<file path="config.mk">
export PLATFORM = sky130hd
export DESIGN_NAME = npu_axil_master
export DESIGN_NICKNAME = d
export VERILOG_FILES = /design/src/rtl/npu_axil_pkg.sv /design/src/rtl/npu_axil_master.sv
export SDC_FILE = /design/constraint.sdc
export NUM_CORES = 1
export LEC_CHECK = 0
export ABC_AREA = 1
export CAP_MARGIN = 10
export CELL_PAD_IN_SITES_DETAIL_PLACEMENT = 1
export CELL_PAD_IN_SITES_GLOBAL_PLACEMENT = 2
export CORE_ASPECT_RATIO = 1.4
export CORE_MARGIN = 2
export CORE_UTILIZATION = 21
export CTS_CLUSTER_DIAMETER = 150
export DETAILED_ROUTE_END_ITERATION = 12
export PLACE_DENSITY_LB_ADDON = 0.1
export SLEW_MARGIN = 20
export SYNTH_ARGS = -nofsm -noshare
export SYNTH_HDL_FRONTEND = slang
export SYNTH_SLANG_ARGS = --single-unit
</file>
<file path="constraint.sdc">
create_clock -name clk -period 2.33 [get_ports clk]
set_input_delay 0.233 -clock clk [delete_from_list [all_inputs] [get_ports clk]]
set_output_delay 0.233 -clock clk [all_outputs]
set_load 0.1 [all_outputs]
</file>
<file path="src/rtl/npu_axil_pkg.sv">
// -----------------------------------------------------------------------------
// npu_axil_pkg
// Shared definitions for the host-side AXI4-Lite initiator:
//   - state_e                : initiator FSM states
//   - RESP_OKAY/SLVERR/DECERR: AXI response codes
//   - DEFAULT_TIMEOUT_CYCLES : default bus-phase stall budget
// -----------------------------------------------------------------------------
package npu_axil_pkg;

  typedef enum logic [2:0] {
    ST_IDLE,
    ST_WR,
    ST_WR_RESP,
    ST_RD_ADDR,
    ST_RD_DATA,
    ST_RSP
  } state_e;

  localparam logic [1:0] RESP_OKAY   = 2'b00;
  localparam logic [1:0] RESP_SLVERR = 2'b10;
  localparam logic [1:0] RESP_DECERR = 2'b11;

  localparam int unsigned DEFAULT_TIMEOUT_CYCLES = 1024;

endpackage

</file>
<file path="src/rtl/npu_axil_master.sv">
// -----------------------------------------------------------------------------
// npu_axil_master
// Turns single register commands (one write or one read) into AXI4-Lite
// transactions. One transaction in flight, one buffered response, and a stall
// timeout that aborts with SLVERR.
//
// Ports:
//   clk, rst                 : clock, synchronous active-high reset
//   cmd_*                    : command request (valid/ready, write, addr,
//                              wdata, wstrb)
//   rsp_*                    : response (valid/ready, rdata, resp, timeout)
//   m_axil_aw*/w*/b*         : AXI4-Lite write channels
//   m_axil_ar*/r*            : AXI4-Lite read channels
//
// Parameter:
//   TIMEOUT_CYCLES           : bus-phase cycles before abort, 0 disables
// -----------------------------------------------------------------------------
module npu_axil_master
  import npu_axil_pkg::*;
#(
  parameter int unsigned TIMEOUT_CYCLES = DEFAULT_TIMEOUT_CYCLES
) (
  input  logic        clk,
  input  logic        rst,
  input  logic        cmd_valid,
  output logic        cmd_ready,
  input  logic        cmd_write,
  input  logic [31:0] cmd_addr,
  input  logic [31:0] cmd_wdata,
  input  logic [3:0]  cmd_wstrb,
  output logic        rsp_valid,
  input  logic        rsp_ready,
  output logic [31:0] rsp_rdata,
  output logic [1:0]  rsp_resp,
  output logic        rsp_timeout,
  output logic [31:0] m_axil_awaddr,
  output logic        m_axil_awvalid,
  input  logic        m_axil_awready,
  output logic [31:0] m_axil_wdata,
  output logic [3:0]  m_axil_wstrb,
  output logic        m_axil_wvalid,
  input  logic        m_axil_wready,
  input  logic [1:0]  m_axil_bresp,
  input  logic        m_axil_bvalid,
  output logic        m_axil_bready,
  output logic [31:0] m_axil_araddr,
  output logic        m_axil_arvalid,
  input  logic        m_axil_arready,
  input  logic [31:0] m_axil_rdata,
  input  logic [1:0]  m_axil_rresp,
  input  logic        m_axil_rvalid,
  output logic        m_axil_rready
);

  // A zero timeout still needs a one-bit timer so the declarations stay legal.
  localparam int unsigned TW = (TIMEOUT_CYCLES > 0) ? $clog2(TIMEOUT_CYCLES + 1) : 1;
  localparam logic [TW-1:0] TIMER_LIMIT = TW'(TIMEOUT_CYCLES);

  state_e        state_q, state_d;
  logic [TW-1:0] timer_q, timer_d, timer_inc;
  logic          aw_done_q, w_done_q;
  logic [31:0]   addr_q, wdata_q, rdata_q;
  logic [3:0]    wstrb_q;
  logic [1:0]    resp_q;
  logic          timeout_q;

  logic accept, in_bus, aw_hs, w_hs, phase_done, timeout_hit, abort;

  assign accept      = cmd_valid && (state_q == ST_IDLE);
  assign in_bus      = (state_q == ST_WR) || (state_q == ST_WR_RESP) ||
                       (state_q == ST_RD_ADDR) || (state_q == ST_RD_DATA);
  assign aw_hs       = m_axil_awvalid && m_axil_awready;
  assign w_hs        = m_axil_wvalid && m_axil_wready;
  assign timer_inc   = timer_q + 1'b1;
  // Fires on the bus cycle whose count reaches the limit, so valids are held
  // for exactly TIMEOUT_CYCLES cycles before being dropped.
  assign timeout_hit = (TIMEOUT_CYCLES != 0) && (timer_inc == TIMER_LIMIT);
  // A handshake finishing the current phase wins over the timeout.
  assign abort       = in_bus && timeout_hit && !phase_done;

  // Phase completion for the current state; a write phase ends only when
  // both AW and W have handshaken, possibly on the same cycle.
  always_comb begin
    phase_done = 1'b0;
    unique case (state_q)
      ST_WR:      phase_done = (aw_done_q || aw_hs) && (w_done_q || w_hs);
      ST_WR_RESP: phase_done = m_axil_bvalid;
      ST_RD_ADDR: phase_done = m_axil_arready;
      ST_RD_DATA: phase_done = m_axil_rvalid;
      default:    phase_done = 1'b0;
    endcase
  end

  // State register.
  always_ff @(posedge clk) begin
    if (rst) state_q <= ST_IDLE;
    else     state_q <= state_d;
  end

  // Next-state logic.
  always_comb begin
    state_d = state_q;
    unique case (state_q)
      ST_IDLE:    if (cmd_valid) state_d = cmd_write ? ST_WR : ST_RD_ADDR;
      ST_WR:      if (phase_done) state_d = ST_WR_RESP;
                  else if (abort) state_d = ST_RSP;
      ST_WR_RESP: if (phase_done || abort) state_d = ST_RSP;
      ST_RD_ADDR: if (phase_done) state_d = ST_RD_DATA;
                  else if (abort) state_d = ST_RSP;
      ST_RD_DATA: if (phase_done || abort) state_d = ST_RSP;
      ST_RSP:     if (rsp_ready) state_d = ST_IDLE;
      default:    state_d = ST_IDLE;
    endcase
  end

  // Handshake outputs come only from registered state, never from AXI inputs.
  always_comb begin
    cmd_ready      = (state_q == ST_IDLE);
    m_axil_awvalid = (state_q == ST_WR) && !aw_done_q;
    m_axil_wvalid  = (state_q == ST_WR) && !w_done_q;
    m_axil_bready  = (state_q == ST_WR_RESP);
    m_axil_arvalid = (state_q == ST_RD_ADDR);
    m_axil_rready  = (state_q == ST_RD_DATA);
    rsp_valid      = (state_q == ST_RSP);
  end

  // Timer restarts on accept and runs across every bus phase of a transaction.
  always_comb begin
    timer_d = timer_q;
    if (accept)      timer_d = '0;
    else if (in_bus) timer_d = timer_inc;
  end

  // Command payload, write-channel progress and the buffered response.
  always_ff @(posedge clk) begin
    if (rst) begin
      timer_q   <= '0;
      aw_done_q <= 1'b0;
      w_done_q  <= 1'b0;
      addr_q    <= '0;
      wdata_q   <= '0;
      wstrb_q   <= '0;
      rdata_q   <= '0;
      resp_q    <= RESP_OKAY;
      timeout_q <= 1'b0;
    end else begin
      timer_q <= timer_d;
      if (accept) begin
        addr_q    <= cmd_addr;
        wdata_q   <= cmd_wdata;
        wstrb_q   <= cmd_wstrb;
        aw_done_q <= 1'b0;
        w_done_q  <= 1'b0;
        timeout_q <= 1'b0;
      end
      if (state_q == ST_WR) begin
        if (aw_hs) aw_done_q <= 1'b1;
        if (w_hs)  w_done_q  <= 1'b1;
      end
      if ((state_q == ST_WR_RESP) && m_axil_bvalid) begin
        resp_q  <= m_axil_bresp;
        rdata_q <= '0;
      end
      if ((state_q == ST_RD_DATA) && m_axil_rvalid) begin
        resp_q  <= m_axil_rresp;
        rdata_q <= m_axil_rdata;
      end
      if (abort) begin
        resp_q    <= RESP_SLVERR;
        rdata_q   <= '0;
        timeout_q <= 1'b1;
      end
    end
  end

  assign m_axil_awaddr = addr_q;
  assign m_axil_araddr = addr_q;
  assign m_axil_wdata  = wdata_q;
  assign m_axil_wstrb  = wstrb_q;
  assign rsp_rdata     = rdata_q;
  assign rsp_resp      = resp_q;
  assign rsp_timeout   = timeout_q;

endmodule

</file>
---- After elaboration in Yosys (flattened, before gate mapping) ----
Cells that the tools add are included.
storage, ports and cells
  register bits ........................... 119
  bits in latches ......................... 0
  memory bits (writable) .................. 0
  ROM bits ................................ 0
  output and inout port bits .............. 142
  word-level logic and storage cells ...... 70
  memories kept ........................... 0
operators by class
  $add $sub $neg .......................... 1
  $mul .................................... 0
  divide/modulo/power cells ............... 0
  magnitude comparators ................... 0
  equality and inequality tests ........... 9
  shifts and indexed selects .............. 0
  mux-type cells .......................... 22
  bitwise gates (word level) .............. 0
  reductions and logical operators ........ 27
operator list
  operator               number
  $mux 32                2
  $mux 3                 6
  $pmux 3 s5             1
  $add 11x1->11 const B  1
  $eq 11x11->1 const B   1
  $logic_and 1x1->1      10
  $mux 1                 8
  $mux 2                 4
  $eq 3x2->1 const B     2
  $eq 3x3->1 const B     2
  $logic_or 1x1->1       6
  $reduce_or 2->1        3
  $ne 2x1->1 const B     2
  $pmux 1 s4             1
  $reduce_bool 2->1      2
  $eq 3x1->1 const B     1
  $logic_not 1->1        3
  $logic_not 3->1        1
  $reduce_and 3->1       1
  $reduce_bool 3->1      1
  $ne 2x2->1 const B     1

---- Longest topological paths before layout ----
Gate-level depths: netlist of run 1.
  word-level depth ........................ 11
  depth in mapped cells ................... 14
  mapped depth without buffers ............ 14

---- Worst setup path before layout of run 1 ----
No wires, ideal clock.
  kind .................................... flip-flop to output port
  start ................................... register state_q[2]
  end ..................................... output port rsp_valid
  arrival ................................. 2,541 ps
  data required time ...................... 2,097 ps
  slack ................................... -444 ps
  stages on the path, launching flop included .. 3
  buffers on the path ..................... 0
  cells stage by stage .................... dfxtp_1 inv_2 nor3_1
between the ends
  cells in the longest elaborated chain, start to end .. 1
ends and longest elaborated chain
  element                   line                    text
  start: declaration        npu_axil_master.sv:59   state_e state_q, state_d;
  start signal: assignment  npu_axil_master.sv:97   else state_q <= state_d;
  $eq 3x3->1                npu_axil_master.sv:124  rsp_valid = (state_q == ST_RSP);
  end: declaration          npu_axil_master.sv:31   output logic rsp_valid,
Every way passes these cells.

---- Worst setup path after layout of run 1 ----
  start ................................... register timer_q[0]
  end ..................................... register rdata_q[1] (netlist: rsp_rdata[1])
between the ends
  cells in the longest elaborated chain, start to end .. 5
ends and longest elaborated chain
  element                           line                    text
  start: declaration                npu_axil_master.sv:60   logic [TW-1:0] timer_q, timer_d, timer_inc;
  start signal: assignment          npu_axil_master.sv:147  timer_q <= timer_d;
  $add 11x1->11                     npu_axil_master.sv:74   assign timer_inc = timer_q + 1'b1;
  $eq 11x11->1                      npu_axil_master.sv:77   assign timeout_hit = (TIMEOUT_CYCLES != 0) && (timer_inc == TIMER_LIMIT);
  $logic_and 1x1->1 (2 in series)   npu_axil_master.sv:79   assign abort = in_bus && timeout_hit && !phase_done;
  $reduce_or 2->1 (no source line)  n/a
  end signal: assignment            npu_axil_master.sv:166  rdata_q <= m_axil_rdata;
  end: declaration                  npu_axil_master.sv:62   logic [31:0] addr_q, wdata_q, rdata_q;
Every way passes these cells.
A chain may end at the register's enable or synchronous reset.

==> run metrics, run 1 <==
status=finished, final reports clean; initial cell density of the core=21.39%; total number of vias=5,196; half-perimeter wire length of the detailed placement result=14.14 mm; slack of the critical path=201.5 ps; flip-flop and latch area=0.002382 mm²; setup repair after global routing missed its margin=no; maximum number of pins on one net before global-route repair=74; layout filler cell count=2,873; maximum count of clock buffers along a single path=2; CP cell instances=ha_1 > nand2_2 > nor2_2 > nand3_1 > nand2_1 > nand3_2 > nor2_2 > nand3_2 > nand2_8 > buf_12 > a21oi_1; total routing resource utilization after global routing=15.19%; highest fanout seen on the critical path=15; Post-CTS Hold Fix Bufs=0; clock tree from TritonCTS=built; Layout area overhead=55.90%; area of the multi-input gates=0.002202 mm²; final-stage net count=992; register-to-register setup slack=200 ps; Std-Cell Core Area=0.02389 mm²; CP max stage delay=450 ps; worst rel slew slack=41.00%; cell row count=67; CTS clock-pin slew for the worst setup and hold paths=50 ps; Crit Path Class=reg -> reg; number of DRC violations after detailed-routing iteration 0=173; fmax=469.8 MHz; worst r2r dst=rsp_rdata[1]; global-route met1 utilization=15.82%; required time worst endpoint=2630 ps; number of cells traversed by the worst register-to-register path=11; share of cells above drive strength 1=27.68%; root cell of the clock tree=sky130_fd_sc_hd__clkbuf_16; post-route cell area=0.007966 mm²; ports placed on the boundary=256; Crit path arrival time=2430 ps; WHS Path Cells=4; final slew viol count=0; actual slew at the worst max-slew pin=885.0 ps; Setup violations, final=0; clock net sink count=119; die footprint=0.02561 mm²; number of global-route vias before repair=5,472; highest-utilization routing layer at the global route stage=met2; overall power of the completed layout=11.86 mW; MaxCap Viol Count=0; width of the die=135.8 µm; GR met3 Demand/Resource=4.708%; placed cell areas=0.007411 mm²; final clock skew=8.262 ps; cell with the largest stage delay on the worst path=sky130_fd_sc_hd__dfxtp_1; Synthesized Nets=779; antenna violations before repair=0; worst ir drop on vdd=1.124 mV; worst setup path endpoint=rsp_rdata[1]; Cell Area, Synth=0.005110 mm²; post-synthesis sequential area ratio=46.62%; cell leakage power=3.228 nW; first-pass iteration count of the detailed router=4; Worst Setup Start Kind=flop; gate count of the mapped netlist=663; number of instances resized during post-cts repair=0; met2 track demand over resource in global routing=28.57%; WL per Instance=16.20 µm; total wire length after detailed routing=19.36 mm; count of antenna diodes in the layout=0; mean number of vias per cell=4.348; Pwr per Cell Area=1489 mW/mm²; total negative slack for setup checks=0 ps; clock insertion delay at the later pin of the skew report=410 ps; worst setup path startpoint=timer_q[0]; Final min period=2129 ps; worst hold path type=in -> reg; CTS H-Tree Depth=4; worst hold start=cmd_valid; number of buffers added for setup after CTS=0; mean area per synthesized cell=7.707 µm²; post-detailed-route count of antenna-violating nets=0; final period utilization=91.35%; total clock buffers created by CTS=17; post-synthesis cell type count=32; final hold vios=0; Yosys warning count=0; wire length of the first global-routing pass=29.86 mm; IO buf count=255; Worst R2R Start=timer_q[0]; register bit total from synthesis=119; global route overflow=0; height of the die=188.6 µm; DRC viols=0; Critical Path Sink Type=flop; Post-Place Setup Slack=168.7 ps; final estimated routing congestion in global placement=0.7376
[per-layer routing]
metal	vias up	routed length, µm
met3	14	1165
met2	140	10610
met4	0	255
met5	-	0
met1	2474	7323
li1	2568	-
[state kept, by name (all words and copies together), names as in the netlist]
name / flops
rsp_resp: 2
timer_q: 11
rsp_rdata: 32
m_axil_wdata: 32
aw_done_q: 1
rsp_timeout: 1
state_q: 3
m_axil_araddr: 32
w_done_q: 1
m_axil_wstrb: 4
[cell usage in the layout (no fill, tap or decap), types with 7 or more instances in the layout]
cell                              count
sky130_fd_sc_hd__inv_2                9
sky130_fd_sc_hd__inv_1               20
sky130_fd_sc_hd__dfxtp_1            119
sky130_fd_sc_hd__nand2_2              7
sky130_fd_sc_hd__a21oi_1             84
sky130_fd_sc_hd__nand2_1            180
sky130_fd_sc_hd__nand3_1             77
sky130_fd_sc_hd__a21oi_2             29
sky130_fd_sc_hd__clkdlybuf4s50_1    111
sky130_fd_sc_hd__clkbuf_16           17
sky130_fd_sc_hd__o21ai_0              8
sky130_fd_sc_hd__buf_4              151
sky130_fd_sc_hd__nor2_1              19
[cell type report]
class                           count  area share (%)
Tap cell                          310           4.869
Multi-Input combinational cell    440           27.64
Sequential cell                   119           29.90
Clock inverter                      4          0.5654
Clock buffer                       24           6.298
Timing Repair Buffer              268           29.31
Inverter                           30           1.414
[cell usage after synthesis]
master                     number  area, µm²
sky130_fd_sc_hd__clkbuf_1      32      120.1
sky130_fd_sc_hd__a221oi_1       1      8.760
sky130_fd_sc_hd__o21bai_1       2      15.01
sky130_fd_sc_hd__nor4_1         1      6.260
sky130_fd_sc_hd__or2_2          1      6.260
sky130_fd_sc_hd__o21ai_1        4      20.02
sky130_fd_sc_hd__o22ai_1        1      6.260
sky130_fd_sc_hd__nor2_4         3      33.78
sky130_fd_sc_hd__buf_6          4      45.04
sky130_fd_sc_hd__buf_2          6      30.03
sky130_fd_sc_hd__nand3_1       77      385.4
sky130_fd_sc_hd__nand2_1      181      679.4
sky130_fd_sc_hd__nand3_2        3      30.03
sky130_fd_sc_hd__nor3_1         2      10.01
sky130_fd_sc_hd__buf_4         32      240.2
sky130_fd_sc_hd__clkinv_1       1      3.750
sky130_fd_sc_hd__nand4_1        1      6.260
sky130_fd_sc_hd__nor2_1        19      71.32
sky130_fd_sc_hd__nor2_2         5      31.28
sky130_fd_sc_hd__dfxtp_1      119       2382
sky130_fd_sc_hd__inv_2          9      33.78
sky130_fd_sc_hd__o21ai_0        8      40.04
sky130_fd_sc_hd__nand2_2        6      37.54
sky130_fd_sc_hd__nand2_4        3      33.78
sky130_fd_sc_hd__ha_1           2      25.02
sky130_fd_sc_hd__inv_1         20      75.07
sky130_fd_sc_hd__a21oi_2       29      254.0
sky130_fd_sc_hd__a21oi_1       84      420.4
sky130_fd_sc_hd__a32o_1         2      20.02
sky130_fd_sc_hd__o211ai_1       3      22.52
sky130_fd_sc_hd__nor3_2         1      10.01
sky130_fd_sc_hd__or2_1          1      6.260
[worst max-delay path, delay by kind of cell (launching register included)]
kind                     cells  cell delay (ps)
AO/OA/AOI/OAI                1               50
adder cells (fa/ha/maj)      1              230
buffers and inverters        1              180
flip-flops                   1              450
AND/OR/NAND/NOR              8             1080
[worst min-delay path by stage]
stage	to
floorplan	rsp_rdata[0]
global placement	m_axil_wdata[15]
detailed placement	m_axil_wstrb[3]
CTS	timer_q[1]
global route	timer_q[10]
finish	timer_q[1]
[metrics by stage]
step / instances / util (%) / hold slack, ps
6_report: 1195 / 33.34 / 296.7
5_1_grt: 1195 / 33.34 / 331.3
4_1_cts: 1195 / 33.31 / 301.4
3_5_place_dp: 1167 / 31.02 / 455.3
3_3_place_gp: 1167 / 31.02 / 449.3
2_1_floorplan: 663 / - / 380.5
[cells by family after synthesis]
kind of cell,after synthesis,share of synthesized area [%]
buffers and inverters,104,10.72
adder cells (fa/ha/maj),2,0.4896
AND/OR/NAND/NOR,304,26.37
flip-flops,119,46.62
AO/OA/AOI/OAI,134,15.79
[where the power goes]
part | switching, mW | internal (mW) | total (mW)
registers | 0.353 | 2.44 | 2.79
logic | 5.10 | 1.50 | 6.60
clock network | 0.893 | 1.58 | 2.47
Note: power is estimated with default switching activity, not from simulation.
==> inputs of run 2 (changes only) <==
--- a/config.mk
+++ b/config.mk
@@ -14,7 +14,8 @@
 export CORE_UTILIZATION = 21
 export CTS_CLUSTER_DIAMETER = 150
 export DETAILED_ROUTE_END_ITERATION = 12
-export PLACE_DENSITY_LB_ADDON = 0.1
+export PLACE_DENSITY = 0.88
+export RECOVER_POWER = 100
 export SLEW_MARGIN = 20
 export SYNTH_ARGS = -nofsm -noshare
 export SYNTH_HDL_FRONTEND = slang
==> run 2 against run 1 <==
- via count increased by 0.44%
- core utilization decreased by 2.4 points
- clock power increased by 11%
- hold slack got worse by 4.7 ps
- count of clock-buffer cells in the layout decreased by 2
- critical path type is now reg -> out
==> run metrics, run 2 (synthesis gave the netlist of run 1 again) <==
share of cells above drive strength 1=9.775%; total number of vias=5,219; maximum count of clock buffers along a single path=2; worst rel slew slack=16.44%; CTS H-Tree Depth=4; post-detailed-route count of antenna-violating nets=0; Critical Path Sink Type=output port; final estimated routing congestion in global placement=0.7443; worst ir drop on vdd=0.5823 mV; layout filler cell count=2,995; root cell of the clock tree=sky130_fd_sc_hd__clkbuf_16; antenna violations before repair=2; maximum number of pins on one net before global-route repair=74; total negative slack for setup checks=0 ps; global-route met1 utilization=15.32%; fmax=469.6 MHz; most common cell after layout, fill and taps aside=sky130_fd_sc_hd__nand2_1; worst hold path type=in -> reg; final-stage net count=993; total routing resource utilization after global routing=14.39%; ports placed on the boundary=256; clock insertion delay at the later pin of the skew report=410 ps; overall power of the completed layout=11.62 mW; highest fanout seen on the critical path=54; Post-CTS Hold Fix Bufs=0; highest-utilization routing layer at the global route stage=met2; CTS clock-pin slew for the worst setup and hold paths=60 ps; wire length of the first global-routing pass=28.70 mm; number of DRC violations after detailed-routing iteration 0=197; GR met3 Demand/Resource=3.982%; cell leakage power=2.672 nW; total clock buffers created by CTS=17; Crit path arrival time=1900 ps; met2 track demand over resource in global routing=25.87%; height of the die=188.6 µm; actual slew at the worst max-slew pin=1259 ps; number of global-route vias before repair=5,408; Setup violations, final=0; half-perimeter wire length of the detailed placement result=13.39 mm; die footprint=0.02561 mm²; number of instances resized during post-cts repair=0; Layout area overhead=44.78%; Pwr per Cell Area=1571 mW/mm²; WL per Instance=15.35 µm; Final min period=2129 ps; status=finished, final reports clean; final period utilization=91.39%; final hold vios=0; final slew viol count=0; clock net sink count=119; IO buf count=255; Worst Setup Start Kind=flop; Crit Path Class=reg -> out; cell row count=67; setup repair after global routing missed its margin=no; width of the die=135.8 µm; number of buffers added for setup after CTS=0; first-pass iteration count of the detailed router=4; final clock skew=7.921 ps; MaxCap Viol Count=0; required time worst endpoint=2100 ps; initial cell density of the core=21.39%; DRC viols=0; global route overflow=0; clock tree from TritonCTS=built; mean number of vias per cell=4.342; total wire length after detailed routing=18.45 mm; most frequent cells in the layout=sky130_fd_sc_hd__nand2_1 (184), sky130_fd_sc_hd__clkbuf_1 (138), sky130_fd_sc_hd__dfxtp_1 (119), sky130_fd_sc_hd__clkdlybuf4s50_1 (111), sky130_fd_sc_hd__a21oi_1 (105); Std-Cell Core Area=0.02389 mm²
run 2: cell types whose count changed in the layout (fill, tap and decap cells not counted), moves of 3 or more:
cell,change
sky130_fd_sc_hd__clkbuf_2,+8
sky130_fd_sc_hd__clkbuf_1,+136
sky130_fd_sc_hd__buf_4,-144
sky130_fd_sc_hd__nand2_2,-4
sky130_fd_sc_hd__a21oi_2,-21
sky130_fd_sc_hd__buf_12,-3
sky130_fd_sc_hd__nand2_1,+4
sky130_fd_sc_hd__a21oi_1,+21
sky130_fd_sc_hd__clkinv_4,+4
run 2: per-layer routing:
layer	wire length [µm]	up-vias
met3	1019	31
li1	-	2565
met2	9807	144
met1	7083	2479
met5	0	-
met4	539	0
run 2: worst max-delay path, stage by stage, from the launching register on:
cell and delay [ps]:
sky130_fd_sc_hd__dfxtp_1 400, sky130_fd_sc_hd__nor2_1 210, sky130_fd_sc_hd__nand2_1 130, sky130_fd_sc_hd__inv_1 150, sky130_fd_sc_hd__buf_8 310, sky130_fd_sc_hd__buf_12 230
run 2: area by class of cell:
class                   count  area, µm²  share of cell area, %
diodes                      2      5.005                0.06765
clock buffers              22      474.2                  6.410
clock inverters            10      145.1                  1.962
inverters                  30      112.6                  1.522
multi-input cells         440       2102                  28.41
flip-flops and latches    119       2382                  32.20
well taps                 310      387.9                  5.243
repair buffers            269       1789                  24.18
run 2: worst paths after layout:
| check | to | slack [ps] | startpoint | cells after the start |
|---|---|---|---|---|
| setup / recovery | cmd_ready | 200 | state_q[1] | 5 |
| hold / removal | timer_q[1] | 290 | cmd_valid | 4 |
| setup reg to reg | rsp_rdata[15] | 280 | timer_q[0] | 11 |
| hold reg to reg | m_axil_wdata[26] | 460 | m_axil_wdata[26] | 2 |
run 2: report_power, final:
part	switching, mW	total [mW]	internal (mW)
logic	5.07	6.12	1.05
clock network	0.969	2.74	1.77
registers	0.330	2.77	2.44
run 2: through the flow:
step	instances	utilization, %	cell area, µm²	setup slack (ps)	hold WS, ps
3_5_place_dp	1168	31.15	7443	223.8	456.9
5_1_grt	1201	30.96	7396	24.76	337.9
6_report	1202	30.97	7398	200.6	292.0
4_1_cts	1200	33.75	8063	206.9	265.2
2_1_floorplan	663	-	5121	64.20	380.5
3_3_place_gp	1168	31.15	7443	261.0	449.0
==> inputs of run 3 (changes only) <==
--- a/config.mk
+++ b/config.mk
@@ -6,6 +6,7 @@
 export NUM_CORES = 1
 export LEC_CHECK = 0
 export ABC_AREA = 1
+export ABC_CLOCK_PERIOD_IN_PS = 2330
 export CAP_MARGIN = 10
 export CELL_PAD_IN_SITES_DETAIL_PLACEMENT = 1
 export CELL_PAD_IN_SITES_GLOBAL_PLACEMENT = 2
==> results of run 3 <==
Final layout, timing and power as in run 2 (identical DEF).
